[src/rtl/pipeline_hazard_ctrl.sv]
// Hazard and run-state sequencer for the 5-stage pipeline: stall/flush/enable
// steering, start synchronisation, halt drain and saturating event counters.
module pipeline_hazard_ctrl #(
  parameter int CNT_W        = 16,
  parameter int DRAIN_CYCLES = 3
) (
  input  logic             clk_i,
  input  logic             rst_n,
  input  logic             start_i,
  input  logic             halt_i,
  input  logic             idex_memread_i,
  input  logic [4:0]       idex_rd_i,
  input  logic [4:0]       ifid_rs1_i,
  input  logic [4:0]       ifid_rs2_i,
  input  logic             ifid_use1_i,
  input  logic             ifid_use2_i,
  input  logic             branch_taken_i,
  output logic             pc_en_o,
  output logic             ifid_en_o,
  output logic             ifid_flush_o,
  output logic             idex_flush_o,
  output logic             exmem_flush_o,
  output logic [1:0]       state_o,
  output logic [CNT_W-1:0] stall_cnt_o,
  output logic [CNT_W-1:0] flush_cnt_o
);

  localparam int DW = (DRAIN_CYCLES > 1) ? $clog2(DRAIN_CYCLES) : 1;
  localparam logic [DW-1:0] DRAIN_LAST = DW'(DRAIN_CYCLES - 1);

  typedef enum logic [1:0] {
    ST_IDLE  = 2'b00,
    ST_RUN   = 2'b01,
    ST_DRAIN = 2'b10,
    ST_HALT  = 2'b11
  } state_t;

  state_t           r_state;
  state_t           w_state_next;
  logic [DW-1:0]    r_drain_cnt;
  logic [DW-1:0]    w_drain_next;
  logic             r_sync1, r_sync2, r_sync3;
  logic             w_start_edge;
  logic             w_hazard;
  logic             w_stall_inc;
  logic             w_flush_inc;
  logic [CNT_W-1:0] r_stall_cnt;
  logic [CNT_W-1:0] r_flush_cnt;

  // r_sync1/r_sync2 resolve metastability; r_sync3 holds the previous level for edge detection
  always_ff @(posedge clk_i or negedge rst_n) begin
    if (!rst_n) begin
      r_sync1 <= 1'b0;
      r_sync2 <= 1'b0;
      r_sync3 <= 1'b0;
    end else begin
      r_sync1 <= start_i;
      r_sync2 <= r_sync1;
      r_sync3 <= r_sync2;
    end
  end

  assign w_start_edge = r_sync2 & ~r_sync3;

  assign w_hazard = idex_memread_i && (idex_rd_i != 5'd0) &&
                    ((ifid_use1_i && (ifid_rs1_i == idex_rd_i)) ||
                     (ifid_use2_i && (ifid_rs2_i == idex_rd_i)));

  always_comb begin
    w_state_next  = r_state;
    w_drain_next  = r_drain_cnt;
    w_stall_inc   = 1'b0;
    w_flush_inc   = 1'b0;
    pc_en_o       = 1'b0;
    ifid_en_o     = 1'b0;
    ifid_flush_o  = 1'b1;
    idex_flush_o  = 1'b1;
    exmem_flush_o = 1'b1;
    case (r_state)
      ST_IDLE, ST_HALT: begin
        if (w_start_edge) w_state_next = ST_RUN;
      end
      ST_RUN: begin
        if (branch_taken_i) begin
          // wrong-path halt/hazard is dropped along with the flushed stages
          pc_en_o     = 1'b1;
          ifid_en_o   = 1'b1;
          w_flush_inc = 1'b1;
        end else if (w_hazard) begin
          ifid_flush_o  = 1'b0;
          exmem_flush_o = 1'b0;
          w_stall_inc   = 1'b1;
        end else if (halt_i) begin
          ifid_en_o     = 1'b1;
          idex_flush_o  = 1'b0;
          exmem_flush_o = 1'b0;
          w_state_next  = ST_DRAIN;
          w_drain_next  = '0;
        end else begin
          pc_en_o       = 1'b1;
          ifid_en_o     = 1'b1;
          ifid_flush_o  = 1'b0;
          idex_flush_o  = 1'b0;
          exmem_flush_o = 1'b0;
        end
      end
      ST_DRAIN: begin
        if (branch_taken_i) begin
          pc_en_o      = 1'b1;
          ifid_en_o    = 1'b1;
          w_flush_inc  = 1'b1;
          w_state_next = ST_RUN;
        end else begin
          ifid_en_o     = 1'b1;
          idex_flush_o  = 1'b0;
          exmem_flush_o = 1'b0;
          if (r_drain_cnt == DRAIN_LAST) w_state_next = ST_HALT;
          else                           w_drain_next = r_drain_cnt + 1'b1;
        end
      end
      default: w_state_next = ST_IDLE;
    endcase
  end

  always_ff @(posedge clk_i or negedge rst_n) begin
    if (!rst_n) begin
      r_state     <= ST_IDLE;
      r_drain_cnt <= '0;
    end else begin
      r_state     <= w_state_next;
      r_drain_cnt <= w_drain_next;
    end
  end

  always_ff @(posedge clk_i or negedge rst_n) begin
    if (!rst_n) begin
      r_stall_cnt <= '0;
      r_flush_cnt <= '0;
    end else begin
      if (w_stall_inc && (r_stall_cnt != {CNT_W{1'b1}})) r_stall_cnt <= r_stall_cnt + 1'b1;
      if (w_flush_inc && (r_flush_cnt != {CNT_W{1'b1}})) r_flush_cnt <= r_flush_cnt + 1'b1;
    end
  end

  assign state_o     = r_state;
  assign stall_cnt_o = r_stall_cnt;
  assign flush_cnt_o = r_flush_cnt;

endmodule

[config.mk]
export PLATFORM = sky130hd
export DESIGN_NAME = pipeline_hazard_ctrl
export DESIGN_NICKNAME = d
export VERILOG_FILES = /design/src/rtl/pipeline_hazard_ctrl.sv
export SDC_FILE = /design/constraint.sdc
export NUM_CORES = 1
export LEC_CHECK = 0
export CORE_MARGIN = 5
export CORE_UTILIZATION = 47
export CTS_CLUSTER_DIAMETER = 40
export DETAILED_ROUTE_END_ITERATION = 10
export PLACE_DENSITY = 0.78
export SKIP_CTS_REPAIR_TIMING = 1
export SLEW_MARGIN = 20
export SYNTH_ARGS = -nofsm -noshare
export SYNTH_HDL_FRONTEND = slang
export SYNTH_SLANG_ARGS = --single-unit
[constraint.sdc]
create_clock -name clk_i -period 2 [get_ports clk_i]
set_input_delay 0.3 -clock clk_i [delete_from_list [all_inputs] [get_ports clk_i]]
set_output_delay 0.3 -clock clk_i [all_outputs]
set_load 0.02 [all_outputs]
==> impl_metrics.py <==
metrics = {
    "outcome": {
        "run_status": "completed",
    },
    "floorplanning": {
        "die_area_sq_um": 5900,
        "core_area_sq_um": 4350,
        "chipWidth_um": 76.8,
        "floorplan.initialDensity_pct": 48.2,
        "row_count": 24,
        "io-pin-count": 62,
        "die_h_um": 76.8,
    },
    "synth": {
        "synth.ff_latch_count": 39,
        "synth_edf_count": 0,
        "ys.warnings.count": 0,
        "postSynthNetCount": 229,
        "yosys_most_used_dff": "sky130_fd_sc_hd__dfrtp_1",
        "syn-instance-count": 200,
        "synth_cell_types": 44,
        "netlist_area_sq_um": 2100,
        "postSynthAreaPerCell_sq_um": 10.5,
        "async_flop_share_pct": 100,
        "synth.top_cells.by_area": "sky130_fd_sc_hd__dfrtp_1, sky130_fd_sc_hd__xnor2_1, sky130_fd_sc_hd__xor2_1",
        "yosysTopAreaCellShare_pct": 46.5,
        "yosysTopAreaCell": "sky130_fd_sc_hd__dfrtp_1",
        "synth.yosys.seq_area_share_pct": 46.5,
    },
    "routing": {
        "final_wl_um": 5340,
        "routed-via-count": 1849,
        "detail_route.first_pass.iterations": 4,
        "drtAntennaViolNets": 0,
        "post_drt_wl_per_cell_um": 15.0,
        "drt_iter0_markers": 42,
        "drc": 0,
        "vias_per_cell": 5.19,
    },
    "sta": {
        "fin_ws_ns": 0.0161,
        "grt_setup_unrepaired": "true",
        "clock.fmax_mhz": 504,
        "timing.final.crit_share_pct": 99.2,
        "worst_margin_slew_ns": 0.332,
        "final_hold_violating_endpoints": 0,
        "hold_slack_ns": 0.352,
        "max-slew-margin-rel_pct": 77.8,
        "report.final.setup_viol": 0,
        "fin_crit_ns": 1.98,
        "max_slew_violation_count": 0,
        "tns_ns": 0,
        "finalClockSkew_ns": 0.00606,
    },
    "grt": {
        "grt_max_degree": 21,
        "grt_antenna_before_repair": 0,
        "grt_overflow_total": 0,
        "first_global_vias": 1959,
        "grt_first_pass_wirelength_um": 9020,
        "grtUsageTotal_pct": 18.4,
    },
    "setup_path": {
        "startpoint_type": "input pin",
        "timing.critical_path.to_type": "output pin",
        "crit_required_ns": 1.70,
        "timing.critical_path.mode_cell": "sky130_fd_sc_hd__buf_6",
        "timing.critical_path.slowest_cell_delay_ns": 0.54,
        "reg2reg_setup_slack_ns": 0.06,
        "crit_path_dat_ns": 1.68,
        "critPathKind": "input pin to output pin",
        "number_of_buffers_and_inverters_on_the_critical_path": 2,
        "critical-path-slowest-cell": "sky130_fd_sc_hd__or4_4",
        "cp_max_fo": 5,
        "worstPathCellList": "buf_6 > or4_4 > o21ai_4 > nor2b_4 > a221o_2 > buf_6",
        "path_delay_family": "simple AND/OR/NAND/NOR gates",
    },
    "clock_network": {
        "ctsLongestPathBuffers": 2,
        "cts_made_buffers": 5,
        "clock_insertion_delay_worst_skew_ns": 0.28,
        "clock-sinks": 39,
        "htree_levels": 2,
        "worst_setup_hold_path_clk_slew_ns": 0.07,
        "clockRootBuffer": "sky130_fd_sc_hd__clkbuf_8",
        "tritoncts": "done",
    },
    "pwr": {
        "power.static_leakage_nw": 1.57,
        "power.density_cell_area_nw_per_um2": 888,
        "vdd_drop_max_mv": 0.517,
    },
    "job": {
        "max_cap_violation_count": 0,
    },
    "final_layout": {
        "area_taken_by_multi_input_logic_gates_sq_um": 1200,
        "filler_cell_count": 310,
        "areaGrowthSynthToFinish_pct": 55.4,
        "antennaDiodeCount": 0,
        "share_of_layout_cells_above_drive_strength_1_pct": 27.3,
        "most_frequent_standard_cell_in_the_layout_excluding_fill_and_tap_cells": "sky130_fd_sc_hd__clkdlybuf4s50_1",
        "most-common-layout-cells": "sky130_fd_sc_hd__clkdlybuf4s50_1, sky130_fd_sc_hd__dfrtp_1, sky130_fd_sc_hd__buf_4",
        "nNetsFinal": 332,
        "ff_latch_area_sq_um": 977,
    },
    "placed_design": {
        "place.port_buffers": 61,
        "pre_cts_slack_ns": -0.722,
        "gp_congestion": 0.823,
        "dp.final_hpwl_um": 3930,
    },
    "worst_hold_path": {
        "min-delay-path-class": "register to register",
    },
}
where the power goes:
group	switching, mW	internal (mW)
Clock	0.256	0.278
Sequential	0.111	0.895
Combinational	0.657	0.696
kinds of logic after synthesis:
group	synth area share, %
AOI/OAI and AO/OA	6.92
adders and majority gates	3.58
buffers and inverters	2.15
DFF	46.5
muxes	1.79
xor gates and xnor gates	16.7
and+or+nand+nor	22.3
metrics by stage:
stage	area (sq um)	total power [mW]	util [%]	instances
after CTS	3100	2.84	71.3	353
after global routing	3260	3.08	74.9	356
after floorplan	2100	1.66	-	200
after detailed placement	3010	2.30	69.2	345
after global placement	3010	2.27	69.2	345
final	3260	2.89	74.9	356
layout make-up:
type | count | share of cell area, %
clock buffers | 7 | 2.65
clock inverters | 1 | 0.154
inverters | 7 | 0.806
multi-input cells | 151 | 36.9
flip-flops and latches | 39 | 30.0
well taps | 52 | 2.00
repair buffers | 99 | 27.6
worst paths after layout:
| kind | from | endpoint | depth (start not counted) |
|---|---|---|---|
| hold / removal | r_sync1$_DFF_PN0_ | r_sync2$_DFF_PN0_ | 0 |
| min in group asynchronous | rst_n | stall_cnt_o[15]$_DFFE_PN0P_ | 2 |
| hold reg to reg | r_sync1$_DFF_PN0_ | r_sync2$_DFF_PN0_ | 0 |
| setup / recovery | idex_rd_i[2] | idex_flush_o | 6 |
| setup reg to reg | stall_cnt_o[10]$_DFFE_PN0P_ | stall_cnt_o[1]$_DFFE_PN0P_ | 5 |
| max in group asynchronous | rst_n | state_o[0]$_DFFE_PN0P_ | 3 |
synthesized netlist by cell type (all sizes together), types with 4 or more instances:
library cell,instances
nor3,4
nand3,13
dfrtp,39
xor2,16
and4,4
nand2,16
ha,6
inv,7
nor2,13
nand4,12
and3,6
xnor2,24
nor2b,5
worst reg2reg max path, cell delays in order, from the launching register on:
cell and delay, ns:
sky130_fd_sc_hd__dfrtp_1 0.41, sky130_fd_sc_hd__and4_4 0.26, sky130_fd_sc_hd__and3_1 0.19, sky130_fd_sc_hd__or3b_1 0.46, sky130_fd_sc_hd__nand3_4 0.20, sky130_fd_sc_hd__mux2_4 0.31
layer usage:
metal | share of wire, % | wire (um) | GRT usage [%] | vias to the layer above
met5 | 0 | 0 | 0 | -
met3 | 2.9 | 154 | 4.22 | 7
met4 | 1.7 | 89 | 6.12 | 0
met2 | 53 | 2820 | 31.2 | 35
met1 | 43 | 2280 | 22.9 | 901
li1 | - | - | - | 906
flip-flops by register name, summed over array words and instances, names as in the netlist:
name / count
r_sync3: 1
stall_cnt_o: 16
state_o: 2
r_sync2: 1
r_drain_cnt: 2
r_sync1: 1
flush_cnt_o: 16
(Power assumes the default switching activity.)
